## src/rtl/a51_keystream_gen.sv

```systemverilog
// A5/1 keystream core.
// Three LFSRs (19/22/23 bits) absorb a session key and a frame number with
// regular clocking, run a majority-clocked mixing phase, then stream one
// keystream bit per valid/ready handshake. Register contents stay visible on
// the debug outputs after a run completes, until the next start.
module a51_keystream_gen #(
  parameter int unsigned KEY_BITS   = 64,
  parameter int unsigned FRAME_BITS = 22,
  parameter int unsigned MIX_CYCLES = 100,
  parameter int unsigned KS_BITS    = 228
) (
  input  logic                  clock,
  input  logic                  reset,     // asynchronous, active-low
  input  logic [KEY_BITS-1:0]   key,
  input  logic [FRAME_BITS-1:0] frame,
  input  logic                  start,
  input  logic                  ks_ready,
  output logic                  ks_valid,
  output logic                  ks_bit,
  output logic                  busy,
  output logic                  done,
  output logic [18:0]           out19,
  output logic [21:0]           out22,
  output logic [22:0]           out23
);

  // The counter serves every phase, so it must hold the largest phase length.
  localparam int unsigned CNT_MAX_A = (KEY_BITS > MIX_CYCLES + 1) ? KEY_BITS : MIX_CYCLES + 1;
  localparam int unsigned CNT_MAX   = (CNT_MAX_A > KS_BITS) ? CNT_MAX_A : KS_BITS;
  localparam int unsigned CNT_W     = $clog2(CNT_MAX) + 1;
  localparam int unsigned KEY_IDX_W   = (KEY_BITS   > 1) ? $clog2(KEY_BITS)   : 1;
  localparam int unsigned FRAME_IDX_W = (FRAME_BITS > 1) ? $clog2(FRAME_BITS) : 1;

  typedef enum logic [2:0] {
    S_IDLE,
    S_LOAD_KEY,
    S_LOAD_FRAME,
    S_MIX,
    S_STREAM
  } state_t;

  state_t           r_state;
  logic [CNT_W-1:0] r_cnt;
  logic [18:0]      r_r1;
  logic [21:0]      r_r2;
  logic [22:0]      r_r3;
  logic             r_ks_valid;
  logic             r_busy;
  logic             r_done;

  logic        w_key_bit;
  logic        w_frame_bit;
  logic        w_in_bit;
  logic        w_r1_fb;
  logic        w_r2_fb;
  logic        w_r3_fb;
  logic        w_c1;
  logic        w_c2;
  logic        w_c3;
  logic        w_maj;
  logic [18:0] w_r1_reg;
  logic [21:0] w_r2_reg;
  logic [22:0] w_r3_reg;
  logic [18:0] w_r1_maj;
  logic [21:0] w_r2_maj;
  logic [22:0] w_r3_maj;
  logic        w_handshake;
  logic        w_last_bit;

  // Key and frame are read bit-serially, indexed by the phase counter.
  assign w_key_bit   = key[r_cnt[KEY_IDX_W-1:0]];
  assign w_frame_bit = frame[r_cnt[FRAME_IDX_W-1:0]];

  // Select the bit being absorbed during the regular-clock load phases.
  always_comb begin
    // NOTE: default assignment first so no path leaves w_in_bit unassigned,
    // which would otherwise infer a latch.
    w_in_bit = 1'b0;
    if (r_state == S_LOAD_KEY) begin
      w_in_bit = w_key_bit;
    end else if (r_state == S_LOAD_FRAME) begin
      w_in_bit = w_frame_bit;
    end
  end

  // Feedback taps of each register.
  assign w_r1_fb = r_r1[13] ^ r_r1[16] ^ r_r1[17] ^ r_r1[18];
  assign w_r2_fb = r_r2[20] ^ r_r2[21];
  assign w_r3_fb = r_r3[7]  ^ r_r3[20] ^ r_r3[21] ^ r_r3[22];

  // Regular clock: every register shifts toward the MSB, mixing in the input bit.
  assign w_r1_reg = {r_r1[17:0], w_r1_fb ^ w_in_bit};
  assign w_r2_reg = {r_r2[20:0], w_r2_fb ^ w_in_bit};
  assign w_r3_reg = {r_r3[21:0], w_r3_fb ^ w_in_bit};

  // Majority clock: only registers whose clock bit agrees with the majority shift.
  assign w_c1  = r_r1[8];
  assign w_c2  = r_r2[10];
  assign w_c3  = r_r3[10];
  assign w_maj = (w_c1 & w_c2) | (w_c1 & w_c3) | (w_c2 & w_c3);

  assign w_r1_maj = (w_c1 == w_maj) ? {r_r1[17:0], w_r1_fb} : r_r1;
  assign w_r2_maj = (w_c2 == w_maj) ? {r_r2[20:0], w_r2_fb} : r_r2;
  assign w_r3_maj = (w_c3 == w_maj) ? {r_r3[21:0], w_r3_fb} : r_r3;

  assign w_handshake = r_ks_valid & ks_ready;
  assign w_last_bit  = (r_cnt == CNT_W'(KS_BITS - 1));

  // Control FSM, LFSR state and registered status outputs.
  always_ff @(posedge clock or negedge reset) begin
    if (!reset) begin
      r_state    <= S_IDLE;
      r_cnt      <= '0;
      r_r1       <= '0;
      r_r2       <= '0;
      r_r3       <= '0;
      r_ks_valid <= 1'b0;
      r_busy     <= 1'b0;
      r_done     <= 1'b0;
    end else begin
      // NOTE: non-blocking assignments throughout, so every branch below sees
      // the register values from before this edge.
      r_done <= 1'b0;
      // busy trails the state by one edge, which keeps it high through the
      // cycle in which done pulses.
      r_busy <= (r_state != S_IDLE);

      unique case (r_state)
        S_IDLE: begin
          if (start) begin
            r_r1    <= '0;
            r_r2    <= '0;
            r_r3    <= '0;
            r_cnt   <= '0;
            r_state <= S_LOAD_KEY;
          end
        end

        S_LOAD_KEY: begin
          r_r1 <= w_r1_reg;
          r_r2 <= w_r2_reg;
          r_r3 <= w_r3_reg;
          if (r_cnt == CNT_W'(KEY_BITS - 1)) begin
            r_cnt   <= '0;
            r_state <= S_LOAD_FRAME;
          end else begin
            r_cnt <= r_cnt + CNT_W'(1);
          end
        end

        S_LOAD_FRAME: begin
          r_r1 <= w_r1_reg;
          r_r2 <= w_r2_reg;
          r_r3 <= w_r3_reg;
          if (r_cnt == CNT_W'(FRAME_BITS - 1)) begin
            r_cnt   <= '0;
            r_state <= S_MIX;
          end else begin
            r_cnt <= r_cnt + CNT_W'(1);
          end
        end

        // The final mixing clock is the pre-output clock of the first bit.
        S_MIX: begin
          r_r1 <= w_r1_maj;
          r_r2 <= w_r2_maj;
          r_r3 <= w_r3_maj;
          if (r_cnt == CNT_W'(MIX_CYCLES)) begin
            r_cnt      <= '0;
            r_ks_valid <= 1'b1;
            r_state    <= S_STREAM;
          end else begin
            r_cnt <= r_cnt + CNT_W'(1);
          end
        end

        // Advance only on an accepted bit; the last bit leaves the registers
        // untouched so the debug outputs show the state that produced it.
        S_STREAM: begin
          if (w_handshake) begin
            if (w_last_bit) begin
              r_cnt      <= '0;
              r_ks_valid <= 1'b0;
              r_done     <= 1'b1;
              r_state    <= S_IDLE;
            end else begin
              r_r1  <= w_r1_maj;
              r_r2  <= w_r2_maj;
              r_r3  <= w_r3_maj;
              r_cnt <= r_cnt + CNT_W'(1);
            end
          end
        end

        default: begin
          r_cnt      <= '0;
          r_ks_valid <= 1'b0;
          r_state    <= S_IDLE;
        end
      endcase
    end
  end

  assign ks_bit   = r_r1[18] ^ r_r2[21] ^ r_r3[22];
  assign ks_valid = r_ks_valid;
  assign busy     = r_busy;
  assign done     = r_done;
  assign out19    = r_r1;
  assign out22    = r_r2;
  assign out23    = r_r3;

endmodule

```

## config.mk

```make
export PLATFORM = sky130hd
export DESIGN_NAME = a51_keystream_gen
export DESIGN_NICKNAME = d
export VERILOG_FILES = /design/src/rtl/a51_keystream_gen.sv
export SDC_FILE = /design/constraint.sdc
export NUM_CORES = 1
export LEC_CHECK = 0
export ABC_AREA = 1
export CORE_AREA = 10 10 136 138
export CTS_BUF_LIST = sky130_fd_sc_hd__clkbuf_4
export CTS_CLUSTER_DIAMETER = 50
export DETAILED_ROUTE_END_ITERATION = 10
export DIE_AREA = 0 0 146 148
export PLACE_DENSITY = 0.64
export SYNTH_ARGS = -nofsm -noshare
export SYNTH_HDL_FRONTEND = slang
export SYNTH_SLANG_ARGS = --single-unit
```

## constraint.sdc

```tcl
create_clock -name clock -period 4.63 [get_ports clock]
set_input_delay 0.926 -clock clock [delete_from_list [all_inputs] [get_ports clock]]
set_output_delay 0.926 -clock clock [all_outputs]
set_load 0.05 [all_outputs]
```

==> summary.md <==
| Metric | Value |
|---|---|
| Worst-path clk slew | about 0.13 ns |
| Worst Path Required | approximately 3.7 ns |
| Non-Filler Instances | ~1000 |
| Combinational Power Share | between 50% and 60% |
| DRC errors left | 0 |
| CP max stage delay | 0.87 ns |
| Pwr Density | ~440 mW/mm^2 |
| Synth-to-Final Area Change | 38.7% |
| Critical path type | flip-flop to output pin |
| Pins Over Slew Limit | 0 |
| Final WL | around 15000 um |
| Maximum clock rate | 0.327 GHz |
| Postcts setup bufs | 0 |
| Grt total ovfl | 0 |
| Row cnt | 46 |
| Worst-Skew Late Latency | 0.43 ns |
| CP delay by family, top | buffers and inverters |
| Synth Flop Type | dfrtp_1 |
| Psw | 1.43 mW |
| Final TNS setup | 0 ns |
| Mapped Avg Cell Area | 7.02 sq um |
| Place WS | 1.63 ns |
| Die Ht | 148 um |
| Switching share of power | 50.6% |
| Number of synthesized flops with an enable pin | 0 |
| Filler cell count | 1684 |
| Antenna-violating nets left | 0 |
| Pwr Total | 2.83 mW |
| Htree depth | 3 |
| Max-cap violation count | 0 |
| CP Cell Sequence | xnor2_1, xor2_1, clkdlybuf4s50_1 |
| CTS Sinks | 79 |
| Vias per inst | around 4.4 |
| TritonCTS clock tree | done |
| Starting Density | approximately 30% |
| Max_slew headroom | 33.2% |
| DIE WIDTH | around 150 um |
| Register bit total from synthesis | a little under 80 |
| Fin Clk Skew | 0.0179 ns |
| Number of gates resized after CTS | 0 |
| Critical path launch point type | flip-flop |
| Most common cell after layout, fill and taps aside | nand2_1 |
| Vias in the first global route | 4473 |
| Worst Path Max Fanout | 4 |
| Most frequent cells in the layout | 228 x nand2_1, 156 x clkdlybuf4s50_1, 79 x dfrtp_1, 71 x o21ai_0, 57 x inv_1 |
| Static Leak | 2.87 nW |
| Number of synthesis warnings | 0 |
| Hold Fails Final Rpt | 0 |
| IO buf count | approximately 160 |
| Slowest stage cell, crit path | clkdlybuf4s50_1 |
| All-layer global routing usage | 13.3% |
| R2r setup slk | 1.71 ns |
| Crit end category | output pin |
| Final net count | 897 |
| Max VDD drop | 0.316 mV |
| Mapped Area | between 0.004 and 0.005 sq mm |
| Initial antenna violation count | 0 |
| Async SR Flop Fraction | 100% |
| Seq/Total Area, Yosys | 42.5% |
| Post-synth net total | 756 |
| Buf/Inv on CP | 1 |
| Least-Margin Pin Slew | 1.00 ns |
| CTS max path bufs | 2 |
| First-pass GRT wire length | 23900 um |
| Num CTS Buffers | 9 |
| Placer congestion estimate | 0.817 |
| Status | complete, no violations |
| Flop pwr share | about 30% |
| Hold WC Path Type | flip-flop to flip-flop |
| Per-cell routed wire length | around 14 um |
| Mapped Cells | 663 |
| Largest net degree at the start of global routing | 80 |
| Clk root buf | clkbuf_4 |
| Setup violations, final | 0 |
| IO Pins | 158 |
| Via count | 4529 |
| CP arrival | 2.13 ns |
| Placed cell count | about 1000 |
| Layout cells sized above 1 | 5.32% |
| Full die area | 0.0216 sq mm |
| Post-route clock period utilization | 66.0% |
| Number of DRC markers in iteration 0 | around 210 |
| ANT cells | 0 |
| Clock power share | 14.8% |
| Core area | 0.0157 sq mm |
| Final critical-path required period | 3.06 ns |
| Detailed Place HPWL | between 10000 and 15000 um |
| CTS Hold Bufs | 0 |
| Final WS setup | 1.57 ns |
| RSZ-0062 raised after global routing | no |
| Power Internal | 1.40 mW |
| Synth cell types | 34 |
| First-pass DRT Iterations | 4 |
[synthesized netlist by cell type, types with 2 or more instances]
library cell,count,area (sq um)
dfrtp_1,79,1980
ha_1,3,37.5
xor2_1,7,61.3
nor3_1,7,35.0
o21ai_1,24,120
o22ai_1,4,25.0
o21bai_1,2,15.0
o21ai_0,71,355
nand3_1,39,195
buf_2,19,95.1
nand2_2,3,18.8
nand3_2,2,20.0
or2_1,3,18.8
or2_0,3,18.8
nand2_1,229,860
buf_6,7,78.8
xnor2_1,4,35.0
nor2_1,52,195
inv_2,12,45.0
buf_4,4,30.0
inv_1,57,214
nand4_1,4,25.0
o211ai_1,2,15.0
a21oi_1,15,75.1
nor3_2,2,20.0
[sequential cells by signal, summed over array words and instances, names as in the netlist]
register / count
r_state: 3
ks_valid: 1
r_cnt: 9
done: 1
out19: 19
out23: 23
busy: 1
out22: 22
[power by group through the flow]
stage,sequential [mW],clock (mW),combinational [mW]
detailed placement,0.867,0,1.58
CTS,0.854,0.437,1.58
finish,0.853,0.418,1.56
global placement,0.866,0,1.58
floorplan,1.02,0,1.06
global route,0.868,0.463,1.77
[metrics by stage]
step | area, sq um | utilization, % | hold slack [ns]
detailed placement | 6320 | 40.2 | 0.501
finish | 6460 | 41.1 | 0.529
floorplan | 4660 | - | 0.534
CTS | 6460 | 41.1 | 0.534
global route | 6460 | 41.1 | 0.561
global placement | 6320 | 40.2 | 0.495
[final timing paths]
kind                           start          to  cells after the start
hold / removal              out22[7]    out22[7]                      2
hold reg to reg             out22[7]    out22[7]                      2
setup reg to reg            r_cnt[1]    out22[2]                      8
setup / recovery           out19[18]      ks_bit                      3
min in group asynchronous      reset    out22[5]                      1
max in group asynchronous      reset  r_state[1]                      1
[cell type report]
class / instances / area [sq um] / area share, %
Timing Repair Buffer: 160 / 1590 / 24.7
Multi-Input combinational cell: 483 / 2210 / 34.2
Sequential cell: 79 / 1980 / 30.6
Clock inverter: 7 / 72.6 / 1.12
Tap cell: 216 / 270 / 4.19
Inverter: 71 / 272 / 4.21
Clock buffer: 9 / 67.6 / 1.05
[per-layer routing]
metal / track usage [%] / wire length, um / up-vias
met3: 4.79 / 1280 / 2
met1: 18.0 / 7000 / 2004
met4: 3.15 / 31 / 0
met5: 0 / 0 / -
met2: 19.9 / 6240 / 137
li1: - / - / 2386
[worst min-delay path, cell delays in order (launching register included)]
cell and delay, ns:
dfrtp_1 0.39, nand2_1 0.05, o21ai_0 0.06
[logic make-up (layout without fill, tap and decap cells)]
family	Yosys count	after routing	synth area share (%)
AOI/OAI and AO/OA	121	121	13.6
DFF	79	79	42.5
and+or+nand+nor	348	348	30.9
xor gates and xnor gates	11	11	2.07
buffers and inverters	101	247	10.2
adders and majority gates	3	3	0.806
No activity file was read; power rests on OpenSTA's default activity.
